### config.mk
export PLATFORM = sky130hd
export DESIGN_NAME = seq_divider
export DESIGN_NICKNAME = d
export VERILOG_FILES = /design/src/rtl/seq_divider_pkg.sv /design/src/rtl/seq_divider_addsub.sv /design/src/rtl/seq_divider.sv
export SDC_FILE = /design/constraint.sdc
export NUM_CORES = 1
export LEC_CHECK = 0
export BUFFER_PORTS_ARGS = -buffer_cell sky130_fd_sc_hd__buf_2
export CORE_ASPECT_RATIO = 1.2
export CORE_MARGIN = 5
export CORE_UTILIZATION = 45
export CTS_BUF_LIST = sky130_fd_sc_hd__clkbuf_8
export DETAILED_ROUTE_END_ITERATION = 16
export PLACE_DENSITY = 0.66
export SLEW_MARGIN = 30
export SYNTH_ARGS = -nofsm -noshare
export SYNTH_HDL_FRONTEND = slang
export SYNTH_SLANG_ARGS = --single-unit
### constraint.sdc
create_clock -name clk -period 3.2 [get_ports clk]
set_input_delay 0.64 -clock clk [delete_from_list [all_inputs] [get_ports clk]]
set_output_delay 0.64 -clock clk [all_outputs]
set_load 0.005 [all_outputs]
### src/rtl/seq_divider_pkg.sv
// Shared constants for the sequential restoring divider.
package seq_divider_pkg;

  localparam int DIV_WIDTH_DEFAULT = 4;

  // 2'd3 is unused; the FSM treats it as IDLE.
  localparam logic [1:0] ST_IDLE = 2'd0;
  localparam logic [1:0] ST_RUN  = 2'd1;
  localparam logic [1:0] ST_DONE = 2'd2;

  function automatic int count_width(input int w);
    return $clog2(w) + 1;
  endfunction

endpackage

### src/rtl/seq_divider_addsub.sv
// Combinational ripple-carry adder/subtractor: mode=1 computes a - b.
module addsub_unit
  import seq_divider_pkg::*;
#(
  parameter int W = DIV_WIDTH_DEFAULT + 1
) (
  input  logic [W-1:0] a,
  input  logic [W-1:0] b,
  input  logic         mode,
  output logic [W-1:0] sum,
  output logic         cout
);

  logic [W-1:0] b_x;
  logic [W:0]   carry;

  assign b_x      = b ^ {W{mode}};
  assign carry[0] = mode;

  generate
    for (genvar gi = 0; gi < W; gi++) begin : g_bit
      assign sum[gi]     = a[gi] ^ b_x[gi] ^ carry[gi];
      assign carry[gi+1] = (a[gi] & b_x[gi]) | (carry[gi] & (a[gi] ^ b_x[gi]));
    end
  endgenerate

  assign cout = carry[W];

endmodule

### src/rtl/seq_divider.sv
// Unsigned restoring divider, one quotient bit per clock, start/busy/done handshake.
module seq_divider
  import seq_divider_pkg::*;
#(
  parameter int WIDTH = DIV_WIDTH_DEFAULT
) (
  input  logic             clk,
  input  logic             rst_n,
  input  logic             start,
  input  logic [WIDTH-1:0] dividend,
  input  logic [WIDTH-1:0] divisor,
  output logic             busy,
  output logic             done,
  output logic [WIDTH-1:0] quotient,
  output logic [WIDTH-1:0] remainder,
  output logic             div_by_zero
);

  localparam int CW = count_width(WIDTH);

  logic [1:0]       state;
  logic [1:0]       state_next;
  logic [WIDTH:0]   rem_acc;
  logic [WIDTH-1:0] quo_acc;
  logic [WIDTH-1:0] div_op;
  logic [CW-1:0]    count;

  logic [WIDTH:0]   r_shift;
  logic [WIDTH:0]   trial;
  logic [WIDTH:0]   r_iter;
  logic [WIDTH-1:0] q_iter;
  logic             no_borrow;
  logic             accept;
  logic             zero_div;
  logic             last_iter;
  logic             unused_rem_msb;

  assign accept    = start && (state != ST_RUN);
  assign zero_div  = (divisor == '0);
  assign last_iter = (count == CW'(WIDTH - 1));

  // The remainder is always below the divisor, so its MSB is zero before each shift.
  assign unused_rem_msb = rem_acc[WIDTH];
  assign r_shift = {rem_acc[WIDTH-1:0], quo_acc[WIDTH-1]};

  addsub_unit #(.W(WIDTH + 1)) u_addsub (
    .a    (r_shift),
    .b    ({1'b0, div_op}),
    .mode (1'b1),
    .sum  (trial),
    .cout (no_borrow)
  );

  assign r_iter = no_borrow ? trial : r_shift;
  assign q_iter = {quo_acc[WIDTH-2:0], no_borrow};

  always_ff @(posedge clk or negedge rst_n) begin
    if (!rst_n) begin
      state <= ST_IDLE;
    end else begin
      state <= state_next;
    end
  end

  always_comb begin
    state_next = ST_IDLE;
    case (state)
      ST_RUN: state_next = last_iter ? ST_DONE : ST_RUN;
      default: begin
        if (start) begin
          state_next = zero_div ? ST_DONE : ST_RUN;
        end
      end
    endcase
  end

  always_comb begin
    busy = (state == ST_RUN);
    done = (state == ST_DONE);
  end

  always_ff @(posedge clk or negedge rst_n) begin
    if (!rst_n) begin
      rem_acc     <= '0;
      quo_acc     <= '0;
      div_op      <= '0;
      count       <= '0;
      quotient    <= '0;
      remainder   <= '0;
      div_by_zero <= 1'b0;
    end else if (accept) begin
      if (zero_div) begin
        quotient    <= '1;
        remainder   <= dividend;
        div_by_zero <= 1'b1;
      end else begin
        rem_acc     <= '0;
        quo_acc     <= dividend;
        div_op      <= divisor;
        count       <= '0;
        div_by_zero <= 1'b0;
      end
    end else if (state == ST_RUN) begin
      rem_acc <= r_iter;
      quo_acc <= q_iter;
      count   <= count + 1'b1;
      if (last_iter) begin
        quotient  <= q_iter;
        remainder <= r_iter[WIDTH-1:0];
      end
    end
  end

endmodule

# Word level (Yosys, flattened, before mapping)
# Cells that the tools add are included.
# Widths: inputs -> output; s select.
totals:
  output_inout_bits: 11
  wordCells: 70
  reg_bits: 26
op_classes:
  eq_ne: 6
  addsub: 1
  muxes: 23
  reduce_logical: 7
  bitwise_logic: 25
ops:
  columns: ["operator", "count"]
  rows:
  - ["$mux 4", 15]
  - ["$and 1x1->1", 9]
  - ["$mux 3", 3]
  - ["$mux 2", 4]
  - ["$xor 1x1->1", 8]
  - ["$not 4->5", 1]
  - ["$or 1x1->1", 5]
  - ["$logic_not 4->1", 1]
  - ["$ne 2x1->1 const B", 2]
  - ["$reduce_and 2->1", 2]
  - ["$reduce_bool 2->1", 2]
  - ["$add 3x1->3 const B", 1]
  - ["$eq 3x2->1 const B", 1]
  - ["$reduce_and 3->1", 1]
  - ["$eq 2x1->1 const B", 1]
  - ["$eq 2x2->1 const B", 1]
  - ["$ne 2x2->1 const B", 1]
  - ["$not 1->1", 2]
  - ["$logic_and 1x1->1", 1]
  - ["$mux 1", 1]

# Logic depth before layout (Yosys ltp)
# Gate-level depths: netlist of the first run.
logic_depth:
  ltp_word: 15
  mapped_depth: 9
  ltp_nobuf: 8

# Cells and area by module
# From an unflattened synthesis of the first run, not the netlist that was laid out.
hier_totals:
  cells_unflattened: 126
  area_unflattened_um2: 1366.3
by_module_without_submodules:
  columns: ["mod", "n_inst", "area_per_inst_um2", "seq_area_each_um2", "cells_per_inst"]
  rows:
  - ["seq_divider", 1, 1197.4, 650.6, 109]
  - ["addsub_unit", 1, 168.9, 0.0, 17]

# Least setup slack after synthesis of the first run
# OpenSTA, ideal clock, no wires.
synth_path:
  path_kind: "reg-to-reg"
  from: "register quo_acc[3]"
  to: "register remainder[2]"
  slack_ns: 0.648
  arrival_ns: 2.449
  path_buffers: 1
  t_required_ns: 3.096
  setup_time_ns: 0.104
  path_stages_with_launch: 10
  path_cell_list: "dfrtp_1 inv_1 ha_1 fa_1 fa_1 fa_1 nor2b_1 clkbuf_1 mux2_2 a221oi_1"
synth_via:
  elab_chain_len: 14
  elab_cells_between_ends: 16
synth_rtl:
  columns: ["item", "line_no", "text"]
  rows:
  - ["start, declared", "seq_divider.sv:24", "logic [WIDTH-1:0] quo_acc;"]
  - ["start signal, assigned", "seq_divider.sv:98", "quo_acc <= dividend;"]
  - ["start signal, assigned", "seq_divider.sv:105", "quo_acc <= q_iter;"]
  - ["$and 1x1->1 or $xor 1x1->1 (tied branches)", "seq_divider_addsub.sv:23", "assign carry[gi+1] = (a[gi] & b_x[gi]) | (carry[gi] & (a[gi] ^ b_x[gi]));"]
  - ["$or 1x1->1 (*)", "seq_divider_addsub.sv:23", null]
  - ["$and 1x1->1 (*)", "seq_divider_addsub.sv:23", null]
  - ["$or 1x1->1 (*)", "seq_divider_addsub.sv:23", null]
  - ["$and 1x1->1", "seq_divider_addsub.sv:23", null]
  - ["$or 1x1->1", "seq_divider_addsub.sv:23", null]
  - ["$and 1x1->1", "seq_divider_addsub.sv:23", null]
  - ["$or 1x1->1", "seq_divider_addsub.sv:23", null]
  - ["$and 1x1->1", "seq_divider_addsub.sv:23", null]
  - ["$or 1x1->1", "seq_divider_addsub.sv:23", null]
  - ["$mux 4 (*)", "seq_divider.sv:54", "assign r_iter = no_borrow ? trial : r_shift;"]
  - ["$mux 4 (*)", "seq_divider.sv:107", "if (last_iter) begin"]
  - ["$mux 4 (*)", "seq_divider.sv:103", "end else if (state == ST_RUN) begin"]
  - ["$mux 4 (*)", "seq_divider.sv:91", "end else if (accept) begin"]
  - ["end signal, assigned", "seq_divider.sv:94", "remainder <= dividend;"]
  - ["end signal, assigned", "seq_divider.sv:109", "remainder <= r_iter[WIDTH-1:0];"]
  - ["end, declared", "seq_divider.sv:15", "output logic [WIDTH-1:0] remainder,"]
# Every way passes the cells marked *; elsewhere a longest branch is shown, timed or not. The select of a mux whose other input is x is not followed.
# A chain may end at the register's enable or synchronous reset.

# Worst setup path after layout of the first run
# Same ends and word-level chain as after synthesis.

==> results.cfg, run 1 <==
[floorplanning]
die_area_sq_um = 3960
coreArea_sq_um = 2730
die-height_um = 68.0
rows = 21
io_pins = 22
start_util_pct = 46.1
die_x_um = 58.3

[yosys]
synth_area_sq_um = 1260
synthFlopType = dfrtp_1
synth_top_area_share_pct = 51.6
ys_seq_elements = 26
async_reset_ff_share_pct = 100
synth_top_area_cell = dfrtp_1
postSynthCellCount = 121
synth_warnings = 0
synth_nets = 138
ys_types = 29
synth-seq-area-share_pct = 51.6
syn_area_per_cell_sq_um = 10.4
synth_fa_ha_area_share_pct = 7.75
synth-compound-area-share_pct = 17.4
synthMuxAreaShare_pct = 3.38
synth-edff-count = 0
synth_top_family_by_area = compound AO/OA/AOI/OAI gates
yosys.area_share.simple_pct = 14.7
synth-xor-area-share_pct = 0
synth.top_cells.by_area = dfrtp_1 52%, fa_1 4.8%, a21oi_1 4.0%, nor2_1 3.6%, a32o_1 3.2%

[layout]
multi_input_area_sq_um = 544
final_cells = 175
num_antenna_cells = 0
final_cell_mix = 26 x dfrtp_1, 21 x buf_2, 12 x nor2_1
nFillCells = 244
final_common_cell = dfrtp_1
syn_to_final_growth_pct = 16.4
fin_nets = 159
register_area_sq_um = 651
drive_gt1_share_pct = 22.7

[sta]
setup-violations-final = 0
rsz0062_at_grt = no
period_share_pct = 82.5
fin_worst_skew_ns = 0.00600
max_slew_margin_pct = 60.8
fin_crit_ns = 2.64
maxSlewViolCount = 0
setup_slack_ns = 0.560
tns_ns = 0
finalHoldViolations = 0
worst_pin_slew_ns = 0.588
fmax_mhz = 379

[cts]
cts_setup_buffers = 0
postCtsHoldBufs = 0
clk_pin_slew_ns = 0.10
clockBufferDepth = 2
cts-root-buf = clkbuf_8
ctsResizeCount = 0
cts_sinks = 26
cts_max_level = 1
cts_made_buffers = 3
clk_latency_ns = 0.27
cts_tree = done

[pwr]
cell_internal_pwr_mw = 0.958
comb_power_share_pct = 44.6
irDropWorstVdd_uv = 418
clkPwrFrac_pct = 18.0
p_leak_nw = 0.677
power.density_nw_per_um2 = 1040
p_sw_share_pct = 36.9
power_frac_seq_pct = 37.5
power.switching_mw = 0.561

[worst_setup_path]
startpoint_type = flop
crit_arrival_ns = 2.80
crit_path_start = quo_acc[3]
critPathCaptureType = flop
cp_max_fo = 6
worstPathRequired_ns = 3.37
critical_path_class = flop to flop
regToRegStartpoint = quo_acc[3]

[placed_design]
placedCellCount = 171
place_congestion = 0.815
io_buffers = 21
hpwl_um = 2040
pre_cts_ws_ns = 0.596

[global_route]
antenna_found_initial = 0
grt_max_degree = 27
grt_pass1_vias = 980
grtUsageTotal_pct = 15.3
grt_overflow = 0
grt_pass1_wl_um = 4750

[hold_path]
hold_class = primary input to asynchronous set/reset pin

[flow_run]
cap_violations = 0

[route]
first_pass_iters = 4
wl_um = 2700
ant_nets = 0
vias = 988
routedWlPerCell_um = 15.4
drc = 0
viasPerCell = 5.65
drtIter0Drc = 45

[run_status]
status = finished clean
[critical path, stage by stage (launching register included)]
cell and delay, ns:
dfrtp_1 0.35, inv_1 0.06, ha_1 0.20, fa_1 0.38, fa_1 0.39, fa_1 0.36
nor2b_1 0.23, mux2_2 0.32, a221oi_1 0.25
[power groups by stage]
stage	clock [mW]	sequential [mW]	combinational, mW
6_report	0.273	0.569	0.677
2_1_floorplan	0	0.564	0.494
3_3_place_gp	0	0.571	0.660
5_1_grt	0.288	0.591	0.781
3_5_place_dp	0	0.577	0.683
4_1_cts	0.277	0.571	0.684
[per-stage QoR]
step | utilization, % | area [sq um] | total power [mW] | hold slack [ns]
2_1_floorplan | - | 1260 | 1.06 | 0.344
3_3_place_gp | 51.1 | 1400 | 1.23 | 0.480
3_5_place_dp | 51.1 | 1400 | 1.26 | 0.485
4_1_cts | 53.7 | 1470 | 1.53 | 0.381
5_1_grt | 53.7 | 1470 | 1.66 | 0.412
6_report | 53.7 | 1470 | 1.52 | 0.359
[layout make-up]
cell class	instances	area share (%)
multi-input combinational	78	37.1
clock inverter	1	2.05
clock buffer	3	2.82
tap	34	2.90
inverter	10	2.56
timing repair buffer	23	8.19
sequential	26	44.4
[Yosys cell counts, types with 3 or more instances]
master and instances:
o21ai_0 6, fa_1 3, a32o_1 4, dfrtp_1 26, clkbuf_1 5, nand2_1 8
nor4_1 3, a21oi_1 10, inv_1 10, ha_1 3, nand3_1 6, nor2_1 12
[sequential cells by signal, indices dropped and copies added (netlist names)]
| register | flops |
|---|---|
| div_op | 4 |
| remainder | 4 |
| quo_acc | 4 |
| rem_acc | 4 |
| count | 3 |
| div_by_zero | 1 |
| state | 2 |
| quotient | 4 |
[routing by layer]
| metal | routed length, um | global-route usage [%] | vias to the layer above |
|---|---|---|---|
| li1 | - | - | 471 |
| met1 | 1260 | 21.1 | 479 |
| met2 | 1270 | 25.6 | 38 |
| met4 | 0 | 2.61 | 0 |
| met3 | 170 | 2.45 | 0 |
| met5 | 0 | 0 | - |
[final timing paths]
| path | to | slack (ns) | depth (start not counted) |
|---|---|---|---|
| worst max-delay path | remainder[2] | 0.56 | 8 |
| worst min-delay path | div_op[1] | 0.36 | 1 |
| worst max register to register | remainder[2] | 0.56 | 8 |
| worst min register to register | div_op[0] | 0.50 | 1 |
| max in group asynchronous | remainder[0] | 2.45 | 1 |
| min in group clk | div_op[0] | 0.50 | 1 |
[logic make-up after synthesis]
| kind of cell | Yosys count |
|---|---|
| AOI/OAI and AO/OA | 31 |
| buffers and inverters | 17 |
| DFF | 26 |
| and+or+nand+nor | 37 |
| adders and majority gates | 6 |
| muxes | 4 |
Note: power is estimated with default switching activity, not from simulation.
==> inputs of run 2 (changes only) <==
Clock period 3.2 ns to 2.59 ns, I/O delays scaled along.
==> run 2 against run 1 <==
  * First-iteration DRC count down 56%
  * Global-route usage up 0.70 points
  * Power up 28%
  * Non-clock buffer count up 1
  * Worst setup slack worse by 0.46 ns
  * Combinational power up 32%
  * Sequential share of layout area down 0.78 points
  * Critical endpoint unchanged
  * Largest cell class unchanged
  * Largest power group unchanged
  * Highest routed layer is now met4
==> results.cfg, run 2 (synthesized netlist as in run 1, its figures left out) <==
[worst_setup_path]
startpoint_type = flop
r2r_cells = 8
worstPathRequired_ns = 2.77
crit_arrival_ns = 2.67
critical_path_class = flop to flop
cp_max_fo = 6
critPathCaptureType = flop

[global_route]
antenna_found_initial = 0
grt_pass1_wl_um = 4780
grtUsageTotal_pct = 16.0
grt_max_degree = 27
grt_overflow = 0
grt_pass1_vias = 1048

[sta]
maxSlewViolCount = 0
worst_pin_slew_ns = 0.576
fin_crit_ns = 2.49
max_slew_margin_pct = 61.6
setup-violations-final = 0
finalHoldViolations = 0
fmax_mhz = 402
tns_ns = 0
period_share_pct = 96.1
rsz0062_at_grt = no
holdWs_ns = 0.236
fin_worst_skew_ns = 0.00578

[floorplanning]
die_x_um = 58.3
io_pins = 22
start_util_pct = 46.1
die_area_sq_um = 3960
coreArea_sq_um = 2730
die-height_um = 68.0
rows = 21

[pwr]
power.density_nw_per_um2 = 1300
fin_total_pwr_mw = 1.94
p_leak_nw = 0.686
irDropWorstVdd_uv = 533

[placed_design]
place_congestion = 0.817
post_dp_cell_area_sq_um = 1400
hpwl_um = 2070
io_buffers = 21

[cts]
cts_sinks = 26
postCtsHoldBufs = 0
clk_latency_ns = 0.27
cts-root-buf = clkbuf_8
cts_made_buffers = 3
clockBufferDepth = 2
clk_pin_slew_ns = 0.09
cts_max_level = 1
cts_tree = done

[layout]
final_common_cell = dfrtp_1
syn_to_final_growth_pct = 18.5
num_antenna_cells = 0
fin_nets = 160
register_area_sq_um = 651
drive_gt1_share_pct = 26.1
design_area_sq_um = 1490
multi_input_area_sq_um = 563
nFillCells = 251
final_cell_mix = 26 x dfrtp_1, 21 x buf_2, 12 x nor2_1

[hold_path]
hold_class = primary input to asynchronous set/reset pin

[route]
routedWlPerCell_um = 15.8
wl_um = 2780
drtIter0Drc = 20
vias = 991
first_pass_iters = 4
drc = 0
viasPerCell = 5.63
ant_nets = 0

[flow_run]
cap_violations = 0

[run_status]
status = finished clean
-- run 2: cell count changes in the layout (fill, tap and decap cells not counted), sizes merged --
cell | before | now
buf | 23 | 24
-- run 2: final timing paths --
| check | from | to | slack (ns) |
|---|---|---|---|
| setup / recovery | quo_acc[3] | remainder[2] | 0.10 |
| hold / removal | rst_n | count[0] | 0.24 |
| setup reg to reg | quo_acc[3] | remainder[2] | 0.10 |
| hold reg to reg | div_op[0] | div_op[0] | 0.50 |
| max in group asynchronous | rst_n | rem_acc[0] | 1.97 |
| min in group clk | div_op[0] | div_op[0] | 0.50 |
-- run 2: metal layers --
metal / global-route usage, % / vias to the layer above / wire length (um)
met1: 20.3 / 480 / 1240
li1: - / 477 / -
met3: 3.40 / 7 / 142
met2: 25.7 / 27 / 1340
met5: 0 / - / 0
met4: 7.83 / 0 / 58
-- run 2: report_power, final --
| part | switching, mW | leakage (nW) | internal [mW] |
|---|---|---|---|
| Sequential | 0.116 | 0.305 | 0.595 |
| Clock | 0.129 | 0.0357 | 0.207 |
| Combinational | 0.472 | 0.345 | 0.424 |
| Total | 0.717 | 0.686 | 1.23 |
-- run 2: critical path, stage by stage, from the launching register on --
cell and delay (ns):
dfrtp_1 0.36, inv_1 0.06, ha_1 0.20, fa_2 0.35, fa_2 0.35, fa_1 0.37, nor2b_4 0.17, mux2_2 0.29
a221oi_2 0.24
-- run 2: repair_timing --
| item | CTS | global route |
|---|---|---|
| pin swaps | 0 | 1 |
| endpoints found under the setup margin | 2 | 5 |
| resized for setup | 2 | 3 |
| setup buffers | 0 | 1 |
| endpoints found under the hold margin | 0 | 0 |
-- run 2: final cells by class --
type | instances | share of cell area, %
well taps | 34 | 2.85
multi-input cells | 78 | 37.7
inverters | 10 | 2.51
clock buffers | 3 | 2.77
flip-flops and latches | 26 | 43.6
repair buffers | 24 | 8.55
clock inverters | 1 | 2.01
-- run 2: through the flow --
stage	instances	setup slack [ns]	util, %
after global routing	176	0.00642	54.6
final	176	0.101	54.6
after detailed placement	171	0.00336	51.1
after floorplan	121	0.0376	-
after global placement	171	0.0483	51.1
after CTS	175	0.00287	53.9
==> inputs of run 3 (changes only) <==
Settings changed: CORE_UTILIZATION 45 to 50, PLACE_DENSITY 0.66 to 0.72.
==> run 3 against run 2 <==
  * First-iteration DRC count unchanged
  * Fmax up 1.1%
  * Non-clock buffer count down 1
  * Highest routed layer unchanged
  * Count of clock-buffer cells in the layout up 1
  * Clock power down 24%
  * Utilization up 4.9 points
  * Worst setup slack better by 0.027 ns
  * Clock skew down 0.0034 ns
  * Combinational power down 2%
  * Sequential share of layout area up 0.56 points
  * Via count down 0.20%
  * Worst hold slack worse by 0.0045 ns
==> results.cfg, run 3 (synthesized netlist as in run 1, its figures left out) <==
[cts]
clk_pin_slew_ns = 0.08
cts_max_level = 1
cts-root-buf = clkbuf_8
clk_latency_ns = 0.27
cts_sinks = 26
cts_made_buffers = 3
cts_setup_buffers = 0
cts_tree = done
clockBufferDepth = 2
postCtsHoldBufs = 0

[sta]
fmax_mhz = 406
holdWs_ns = 0.232
fin_crit_ns = 2.46
worst_pin_slew_ns = 0.556
rsz0062_at_grt = no
tns_ns = 0
setup-violations-final = 0
fin_worst_skew_ns = 0.00238
finalHoldViolations = 0
max_slew_margin_pct = 62.9
maxSlewViolCount = 0
period_share_pct = 95.0

[route]
top_layer_used = met4
wl_met2_um = 1190
wl_um = 2580
first_pass_iters = 4
wl_met3_um = 131
routedWlPerCell_um = 14.8
ant_nets = 0
drtIter0Drc = 20
wl_met1_um = 1220
drc = 0
vias = 989
viasPerCell = 5.68

[global_route]
antenna_found_initial = 0
grt_pass1_vias = 1028
grtUsageTotal_pct = 16.1
grt_overflow = 0
grt_max_degree = 27
grt_pass1_wl_um = 4690

[layout]
final_cell_mix = 26 x dfrtp_1, 21 x buf_2, 12 x nor2_1
syn_to_final_growth_pct = 17.0
drive_gt1_share_pct = 26.2
num_antenna_cells = 0
final_common_cell = dfrtp_1
fin_nets = 159

[floorplanning]
start_util_pct = 50.9
die_area_sq_um = 3630
die_x_um = 55.8
die-height_um = 65.0
coreArea_sq_um = 2480
rows = 20
io_pins = 22

[pwr]
comb_power_share_pct = 47.6
p_leak_nw = 0.674
cell_internal_pwr_mw = 1.14
power_frac_seq_pct = 38.6
clkPwrFrac_pct = 13.9
power.switching_mw = 0.699
power.density_nw_per_um2 = 1250
p_sw_share_pct = 37.9
irDropWorstVdd_uv = 918

[worst_setup_path]
startpoint_type = flop
crit_arrival_ns = 2.63
worstPathRequired_ns = 2.76
cp_max_fo = 6
critical_path_class = flop to flop
critPathCaptureType = flop

[placed_design]
place_congestion = 0.808
io_buffers = 21
hpwl_um = 1960

[flow_run]
cap_violations = 0

[hold_path]
hold_class = primary input to asynchronous set/reset pin

[run_status]
status = finished clean
## run 3: cell count changes in the layout (fill, tap and decap cells not counted)
cell,delta
a221oi_1,-1
a221oi_2,+1
buf_4,-1
bufinv_16,-1
clkbuf_8,+1
## run 3: power by group through the flow
stage / clock network (mW) / logic [mW] / registers (mW)
final: 0.256 / 0.877 / 0.710
after global routing: 0.281 / 1.00 / 0.735
after CTS: 0.262 / 0.863 / 0.707
after global placement: 0 / 0.805 / 0.705
after floorplan: 0 / 0.610 / 0.697
after detailed placement: 0 / 0.827 / 0.713
## run 3: per-layer routing
layer / global-route usage (%) / up-vias
met4: 6.23 / 0
met5: 0 / -
met2: 26.3 / 22
li1: - / 473
met1: 21.0 / 490
met3: 3.39 / 4
## run 3: worst paths after layout
path / startpoint / endpoint / slack, ns / cells after the start
max: quo_acc[3] / remainder[2] / 0.13 / 8
min: rst_n / remainder[2] / 0.23 / 1
max reg2reg: quo_acc[3] / remainder[2] / 0.13 / 8
min reg2reg: div_op[0] / div_op[0] / 0.51 / 1
max in group asynchronous: rst_n / div_op[0] / 1.99 / 1
min in group clk: div_op[0] / div_op[0] / 0.51 / 1
## run 3: metrics by stage
step	power, mW	cells	instance area (sq um)	setup WS, ns	utilization (%)
after detailed placement	1.54	170	1390	-0.0399	56.3
after global routing	2.02	174	1470	0.00889	59.5
after floorplan	1.31	121	1260	0.0376	-
after global placement	1.51	170	1390	0.0567	56.3
after CTS	1.83	174	1460	0.0224	59.1
final	1.84	174	1470	0.128	59.5
## run 3: area by class of cell
cell class	instances	area, sq um
timing repair buffer	23	120
fill	208	1000
clock buffer	4	55.1
sequential	26	651
multi-input combinational	78	569
tap	33	41.3
inverter	10	37.5
## run 3: critical path, stage by stage, from the launching register on
cell      delay, ns
dfrtp_1        0.35
inv_1          0.05
ha_1           0.20
fa_2           0.34
fa_2           0.34
fa_1           0.36
nor2b_4        0.17
mux2_2         0.30
a221oi_2       0.25
## run 3: what timing repair did
item,4_1_cts,5_1_grt
setup endpoints to repair,2,7
gates cloned,0,0
resized for setup,3,3
pin swaps,0,1
